<file path="src/rtl/munoc_rchannel_lane_buffer.sv">
// R-channel beat buffer: one header FIFO plus NUM_LANE independent lane FIFOs; the outgoing beat pops lanes 0..N-1 by rsize.
// Optional same-cycle pass-through when empty is enabled with the MUNOC_RBUF_BYPASS_EN macro.
module munoc_rchannel_lane_buffer #(
    parameter  int BW_TID     = 4,
    parameter  int LANE_WIDTH = 32,
    parameter  int NUM_LANE   = 4,
    parameter  int DEPTH      = 2,
    localparam int BW_DATA    = NUM_LANE * LANE_WIDTH,
    localparam int BW_HEAD    = BW_TID + 1 + 2,
    localparam int BW_RCH     = BW_HEAD + BW_DATA
) (
    input  logic                         clk,
    input  logic                         rst,
    input  logic                         wvalid,
    output logic                         wready,
    input  logic [NUM_LANE-1:0]          wlane_mask,
    input  logic [BW_RCH-1:0]            wdata,
    input  logic [2:0]                   rsize,
    output logic                         rvalid,
    input  logic                         rready,
    output logic [BW_RCH-1:0]            rdata,
    output logic [$clog2(DEPTH+1)-1:0]   count,
    output logic                         size_error
);

    localparam int PW = (DEPTH > 1) ? $clog2(DEPTH) : 1;
    localparam int CW = $clog2(DEPTH + 1);
    localparam logic [PW-1:0] PTR_LAST = PW'(DEPTH - 1);
    localparam logic [CW-1:0] CNT_FULL = CW'(DEPTH);

    // Pointers wrap explicitly so non-power-of-two depths work.
    function automatic logic [PW-1:0] ptr_inc(input logic [PW-1:0] p);
        return (p == PTR_LAST) ? '0 : p + 1'b1;
    endfunction

    function automatic logic [CW-1:0] cnt_next(input logic [CW-1:0] c, input logic push, input logic pop);
        case ({push, pop})
            2'b10:   return c + 1'b1;
            2'b01:   return c - 1'b1;
            default: return c;
        endcase
    endfunction

    int                  n_lanes;
    logic                size_ok;
    logic [NUM_LANE-1:0] lane_sel;

    always_comb begin
        n_lanes = (8 << rsize) / LANE_WIDTH;
        if (n_lanes < 1) n_lanes = 1;
        size_ok = (rsize >= 3'd2) && (n_lanes <= NUM_LANE);
        for (int i = 0; i < NUM_LANE; i++) lane_sel[i] = (i < n_lanes);
    end

    logic [BW_HEAD-1:0] hdr_mem [DEPTH];
    logic [PW-1:0]      hdr_wr_q, hdr_wr_d, hdr_rd_q, hdr_rd_d;
    logic [CW-1:0]      hdr_cnt_q, hdr_cnt_d;
    logic               hdr_push, hdr_pop, hdr_full, hdr_empty;
    logic               size_error_q, size_error_d;

    assign hdr_full     = (hdr_cnt_q == CNT_FULL);
    assign hdr_empty    = (hdr_cnt_q == '0);
    assign hdr_wr_d     = hdr_push ? ptr_inc(hdr_wr_q) : hdr_wr_q;
    assign hdr_rd_d     = hdr_pop ? ptr_inc(hdr_rd_q) : hdr_rd_q;
    assign hdr_cnt_d    = cnt_next(hdr_cnt_q, hdr_push, hdr_pop);
    assign size_error_d = size_error_q | (!hdr_empty && !size_ok);

    always_ff @(posedge clk) begin
        if (hdr_push) hdr_mem[hdr_wr_q] <= wdata[BW_RCH-1 -: BW_HEAD];
    end

    always_ff @(posedge clk or posedge rst) begin
        if (rst) begin
            hdr_wr_q     <= '0;
            hdr_rd_q     <= '0;
            hdr_cnt_q    <= '0;
            size_error_q <= 1'b0;
        end else begin
            hdr_wr_q     <= hdr_wr_d;
            hdr_rd_q     <= hdr_rd_d;
            hdr_cnt_q    <= hdr_cnt_d;
            size_error_q <= size_error_d;
        end
    end

    logic [NUM_LANE-1:0] lane_full, lane_empty, lane_push, lane_pop;
    logic [BW_DATA-1:0]  lane_head, sel_mask;

    for (genvar gi = 0; gi < NUM_LANE; gi++) begin : g_lane
        logic [LANE_WIDTH-1:0] mem [DEPTH];
        logic [PW-1:0]         wr_q, wr_d, rd_q, rd_d;
        logic [CW-1:0]         cnt_q, cnt_d;

        assign wr_d  = lane_push[gi] ? ptr_inc(wr_q) : wr_q;
        assign rd_d  = lane_pop[gi] ? ptr_inc(rd_q) : rd_q;
        assign cnt_d = cnt_next(cnt_q, lane_push[gi], lane_pop[gi]);

        always_ff @(posedge clk) begin
            if (lane_push[gi]) mem[wr_q] <= wdata[gi*LANE_WIDTH +: LANE_WIDTH];
        end

        always_ff @(posedge clk or posedge rst) begin
            if (rst) begin
                wr_q  <= '0;
                rd_q  <= '0;
                cnt_q <= '0;
            end else begin
                wr_q  <= wr_d;
                rd_q  <= rd_d;
                cnt_q <= cnt_d;
            end
        end

        assign lane_full[gi]  = (cnt_q == CNT_FULL);
        assign lane_empty[gi] = (cnt_q == '0);
        assign lane_head[gi*LANE_WIDTH +: LANE_WIDTH] = mem[rd_q];
        assign sel_mask[gi*LANE_WIDTH +: LANE_WIDTH]  = {LANE_WIDTH{lane_sel[gi]}};
    end

    logic stored_valid, store_ready;

    // Only lanes this beat actually carries gate acceptance; the others may be full.
    assign stored_valid = !hdr_empty && size_ok && (&(~lane_empty | ~lane_sel));
    assign store_ready  = !hdr_full && !(|(wlane_mask & lane_full));
    assign hdr_pop      = stored_valid && rready;
    assign lane_push    = {NUM_LANE{hdr_push}} & wlane_mask;
    assign lane_pop     = {NUM_LANE{hdr_pop}} & lane_sel;

`ifdef MUNOC_RBUF_BYPASS_EN
    logic bypass_ok;

    assign bypass_ok = hdr_empty && size_ok && (&(lane_empty | ~lane_sel)) && (&(wlane_mask | ~lane_sel));
    assign wready    = !rst && (store_ready || bypass_ok);
    assign rvalid    = !rst && (stored_valid || (bypass_ok && wvalid));
    assign hdr_push  = wvalid && wready && !(bypass_ok && rready);

    always_comb begin
        rdata = '0;
        if (!rst && stored_valid)
            rdata = {hdr_mem[hdr_rd_q], lane_head & sel_mask};
        else if (!rst && bypass_ok && wvalid)
            rdata = {wdata[BW_RCH-1 -: BW_HEAD], wdata[BW_DATA-1:0] & sel_mask};
    end
`else
    assign wready   = !rst && store_ready;
    assign rvalid   = !rst && stored_valid;
    assign hdr_push = wvalid && wready;
    assign rdata    = rvalid ? {hdr_mem[hdr_rd_q], lane_head & sel_mask} : '0;
`endif

    assign count      = hdr_cnt_q;
    assign size_error = size_error_q;

endmodule

</file>
<file path="config.mk">
export PLATFORM = sky130hd
export DESIGN_NAME = munoc_rchannel_lane_buffer
export DESIGN_NICKNAME = d
export VERILOG_FILES = /design/src/rtl/munoc_rchannel_lane_buffer.sv
export SDC_FILE = /design/constraint.sdc
export NUM_CORES = 1
export LEC_CHECK = 0
export BUFFER_PORTS_ARGS = -buffer_cell sky130_fd_sc_hd__clkbuf_2
export CORE_UTILIZATION = 48
export DETAILED_ROUTE_END_ITERATION = 16
export PLACE_DENSITY = 0.87
export SLEW_MARGIN = 10
export SYNTH_ARGS = -nofsm -noshare
export SYNTH_HDL_FRONTEND = slang
export SYNTH_SLANG_ARGS = --single-unit
export TNS_END_PERCENT = 10
</file>
<file path="constraint.sdc">
create_clock -name clk -period 4.4 [get_ports clk]
set_input_delay 0.44 -clock clk [delete_from_list [all_inputs] [get_ports clk]]
set_output_delay 0.44 -clock clk [all_outputs]
set_load 0.02 [all_outputs]
</file>
==> qor.txt <==
Placer Congestion - 0.791
Crit-path max cell delay - 830 ps
Worst r2r src - count[0]
Hold Path End - g_lane[1].mem[1][18]
Most used cell, CP - nor2_1
Initial core utilization - 0.494
FF+latch count, synth - 291
Drt drc - 0
FF-to-FF End - g_lane[2].mem[1][17]
Largest delay share family, worst path - simple AND/OR/NAND/NOR gates
Root Buffer - clkbuf_16
Bufs and invs on worst path - 1
Tmin final - 3200 ps
Mapped cell area - 0.0113 mm2
Drt first pass iters - 4
CTS max path bufs - 3
IO Pins - 286
RSZ-0062 raised after global routing - no
Wire per inst - 17.3 um
Num CTS Buffers - 28
Power per Cell Area - 523 mW/mm2
Hold Crit Depth - 1
WL final - 22.8 mm
Fmax - 313 MHz
R2R cell count - 5
Leak pwr - 5.53 nW
Cells after Synth - 686
CP cell instances - nor2_1 > nor3_1 > nand2_1 > nor2_1 > clkbuf_2
Outcome - completed
Req. time, crit path - 3960 ps
Hold wc startpoint - wdata[50]
Crit path DAT - 2760 ps
Layout Nets - 1132
Syn avg cell area - 16.4 um2
1st-iter DRT viols - 279
Tcrit/Tclk final - 0.727
Area Overhead vs Synth - 24.1%
Synth warnings - 0
Routed Antenna Nets - 0
Hold crit path type - primary input to register
Kind of critical path - register to output pin
Largest net degree at the start of global routing - 65
H-tree Lvls - 1
Worst ir drop on vdd - 0.381 mV
I/O Buffers - 285
Reg clk slew, reported paths - 60 ps
Post-synth net total - 837
Number of global-route vias before repair - 6790
First-pass GRT wire length - 34.4 mm
TritonCTS clock tree - done
Die W - 155 um
Max-slew violation count - 0
Slew HR - 0.247
Critical path peak fanout - 32
Hold-fix buffers, CTS - 1
Layout cells sized above 1 - 0.353
Post-synthesis mux area share - 0.120
Skew-Pair Late Insertion Delay - 530 ps
Via count - 6654
Hold Vio Cnt, Final - 0
Vias per cell - 5.05
Worst-margin pin slew - 1130 ps
Core Rows - 55
Area of the core - 0.0228 mm2
Layout Utilization - 0.613
Die area - 0.0241 mm2
Detailed Place HPWL - 15.4 mm
Post-CTS Resized - 0
Register-to-register setup slack - 1770 ps
CP Capture Type - output pin
Largest family of logic cells by synthesized area - multiplexers
Simple-Gate Fraction of Synth Area - 0.0672
Post-synthesis adder-cell area fraction - 0.00555
Yosys cell types - 34
Max-Cap Viols - 0
Post-place setup slack - 1440 ps
Kind of start point of the critical path - register
GR Util All Layers - 0.185
Clock Skews - 9.74 ps
Setup ws final - 1200 ps
Sink Count - 291
CP max-delay cell - nand2_1
Die boundary height - 155 um
Part of the Yosys area used for sequential elements - 0.765
Final setup vio count - 0
Initial antenna violation count - 2
Gr ovfl total - 0
Post-CTS setup buffer count - 0
Compound-Gate Fraction of Synth Area - 0.00898
Synth Area in XOR/XNOR - 0.0194
[logic make-up after synthesis]
| group | count (synthesis) |
|---|---|
| XOR/XNOR | 25 |
| buffers and inverters | 39 |
| AND/OR/NAND/NOR | 180 |
| flip-flops | 291 |
| AO/OA/AOI/OAI | 11 |
| adder cells (fa/ha/maj) | 5 |
| multiplexers | 135 |
[flip-flops by register name, indices dropped and copies added, names as in the netlist]
name,cells
hdr_rd_q,1
size_error,1
g_lane.wr_q,4
g_lane.mem,256
g_lane.rd_q,4
g_lane.cnt_q,8
hdr_wr_q,1
hdr_mem,14
count,2
[synthesized netlist by cell type]
| master | n | share of area |
|---|---|---|
| buf_2 | 8 | 0.0035 |
| nand2_1 | 8 | 0.0027 |
| inv_2 | 1 | 0.00033 |
| a211oi_1 | 1 | 0.00067 |
| nor3_1 | 7 | 0.0031 |
| o2bb2ai_1 | 1 | 0.00078 |
| a221oi_4 | 1 | 0.0023 |
| o2111ai_1 | 1 | 0.00078 |
| nand2b_1 | 3 | 0.0017 |
| o21ai_1 | 1 | 0.00044 |
| or3b_4 | 1 | 0.0010 |
| inv_1 | 6 | 0.0020 |
| a21o_1 | 1 | 0.00067 |
| xor2_1 | 15 | 0.012 |
| dfrtp_1 | 21 | 0.047 |
| clkbuf_1 | 22 | 0.0073 |
| o221ai_1 | 1 | 0.00078 |
| edfxtp_1 | 270 | 0.72 |
| and2_1 | 5 | 0.0028 |
| nand3b_1 | 3 | 0.0020 |
| nand3_1 | 1 | 0.00044 |
| a221oi_1 | 1 | 0.00078 |
| xnor2_1 | 10 | 0.0078 |
| nor3b_2 | 1 | 0.0011 |
| nor3_2 | 1 | 0.00089 |
| and2b_1 | 1 | 0.00067 |
| nor4_1 | 4 | 0.0022 |
| ha_1 | 5 | 0.0055 |
| mux2i_1 | 135 | 0.12 |
| or2_4 | 1 | 0.00078 |
| buf_1 | 2 | 0.00067 |
| o22ai_1 | 2 | 0.0011 |
| o211ai_1 | 1 | 0.00067 |
| nor2_1 | 144 | 0.048 |
[worst max path at each step]
stage | cells after the start | start | endpoint | slack, ps
global route | 5 | g_lane[1].cnt_q[0] | rdata[50] | 950
global placement | 6 | rsize[1] | rdata[38] | 1650
finish | 5 | g_lane[1].cnt_q[0] | rdata[42] | 1200
floorplan | 4 | rst | g_lane[1].mem[0][0] | -620
detailed placement | 6 | rsize[1] | rdata[42] | 1440
CTS | 5 | g_lane[1].cnt_q[0] | rdata[42] | 1130
[metrics by stage]
step | instance area [um2] | power (mW) | cells | setup TNS (ps) | hold WS (ps)
4_1_cts | 14000 | 7.41 | 1315 | 0 | 65.0
2_1_floorplan | 11300 | 4.66 | 686 | -76920 | 425
6_report | 14000 | 7.32 | 1317 | 0 | 95.5
5_1_grt | 14000 | 7.63 | 1316 | 0 | 74.0
3_5_place_dp | 13100 | 5.07 | 1263 | 0 | 453
3_3_place_gp | 13100 | 5.01 | 1263 | 0 | 454
[cell type report]
type	instances	area, um2
clock inverters	19	165
multi-input cells	356	2520
inverters	7	26.3
fillers	1681	8840
clock buffers	32	737
repair buffers	297	1520
diodes	2	5.00
well taps	313	392
flip-flops and latches	291	8640
[power breakdown]
| part | internal [mW] | switching (mW) |
|---|---|---|
| sequential | 3.32 | 0.450 |
| combinational | 0.632 | 0.597 |
| clock | 1.37 | 0.960 |
| total | 5.32 | 2.01 |
[worst reg2reg max path, stage by stage (launching register included)]
cell,delay (ps)
dfrtp_1,490
nand2b_1,150
o2111ai_1,510
nor3_1,530
and2_1,180
buf_4,380
[layer usage]
metal	vias to the layer above	share of wire	global-route usage
met3	68	0.071	0.0435
met2	243	0.51	0.329
met5	-	0	0
li1	3119	-	-
met1	3224	0.38	0.211
met4	0	0.038	0.0850
[layout by cell type, fill, tap and decap left out, types with 2 or more instances in the layout]
cell       Yosys  final
and2_1         5      5
buf_4          0     11
bufinv_16      0      3
clkbuf_1      22      3
clkbuf_16      0     29
clkbuf_2       0    285
clkinv_1       0      6
clkinv_2       0      9
dfrtp_1       21     17
dfrtp_2        0      4
diode_2        0      2
edfxtp_1     270    270
ha_1           5      5
inv_1          6      6
mux2i_1      135    135
nand2_1        8      7
nand2b_1       3      3
nand3b_1       3      3
nor2_1       144    144
nor3_1         7      7
nor4_2         0      4
o22ai_1        2      2
xnor2_1       10     10
xor2_1        15     15
(Power assumes the default switching activity.)
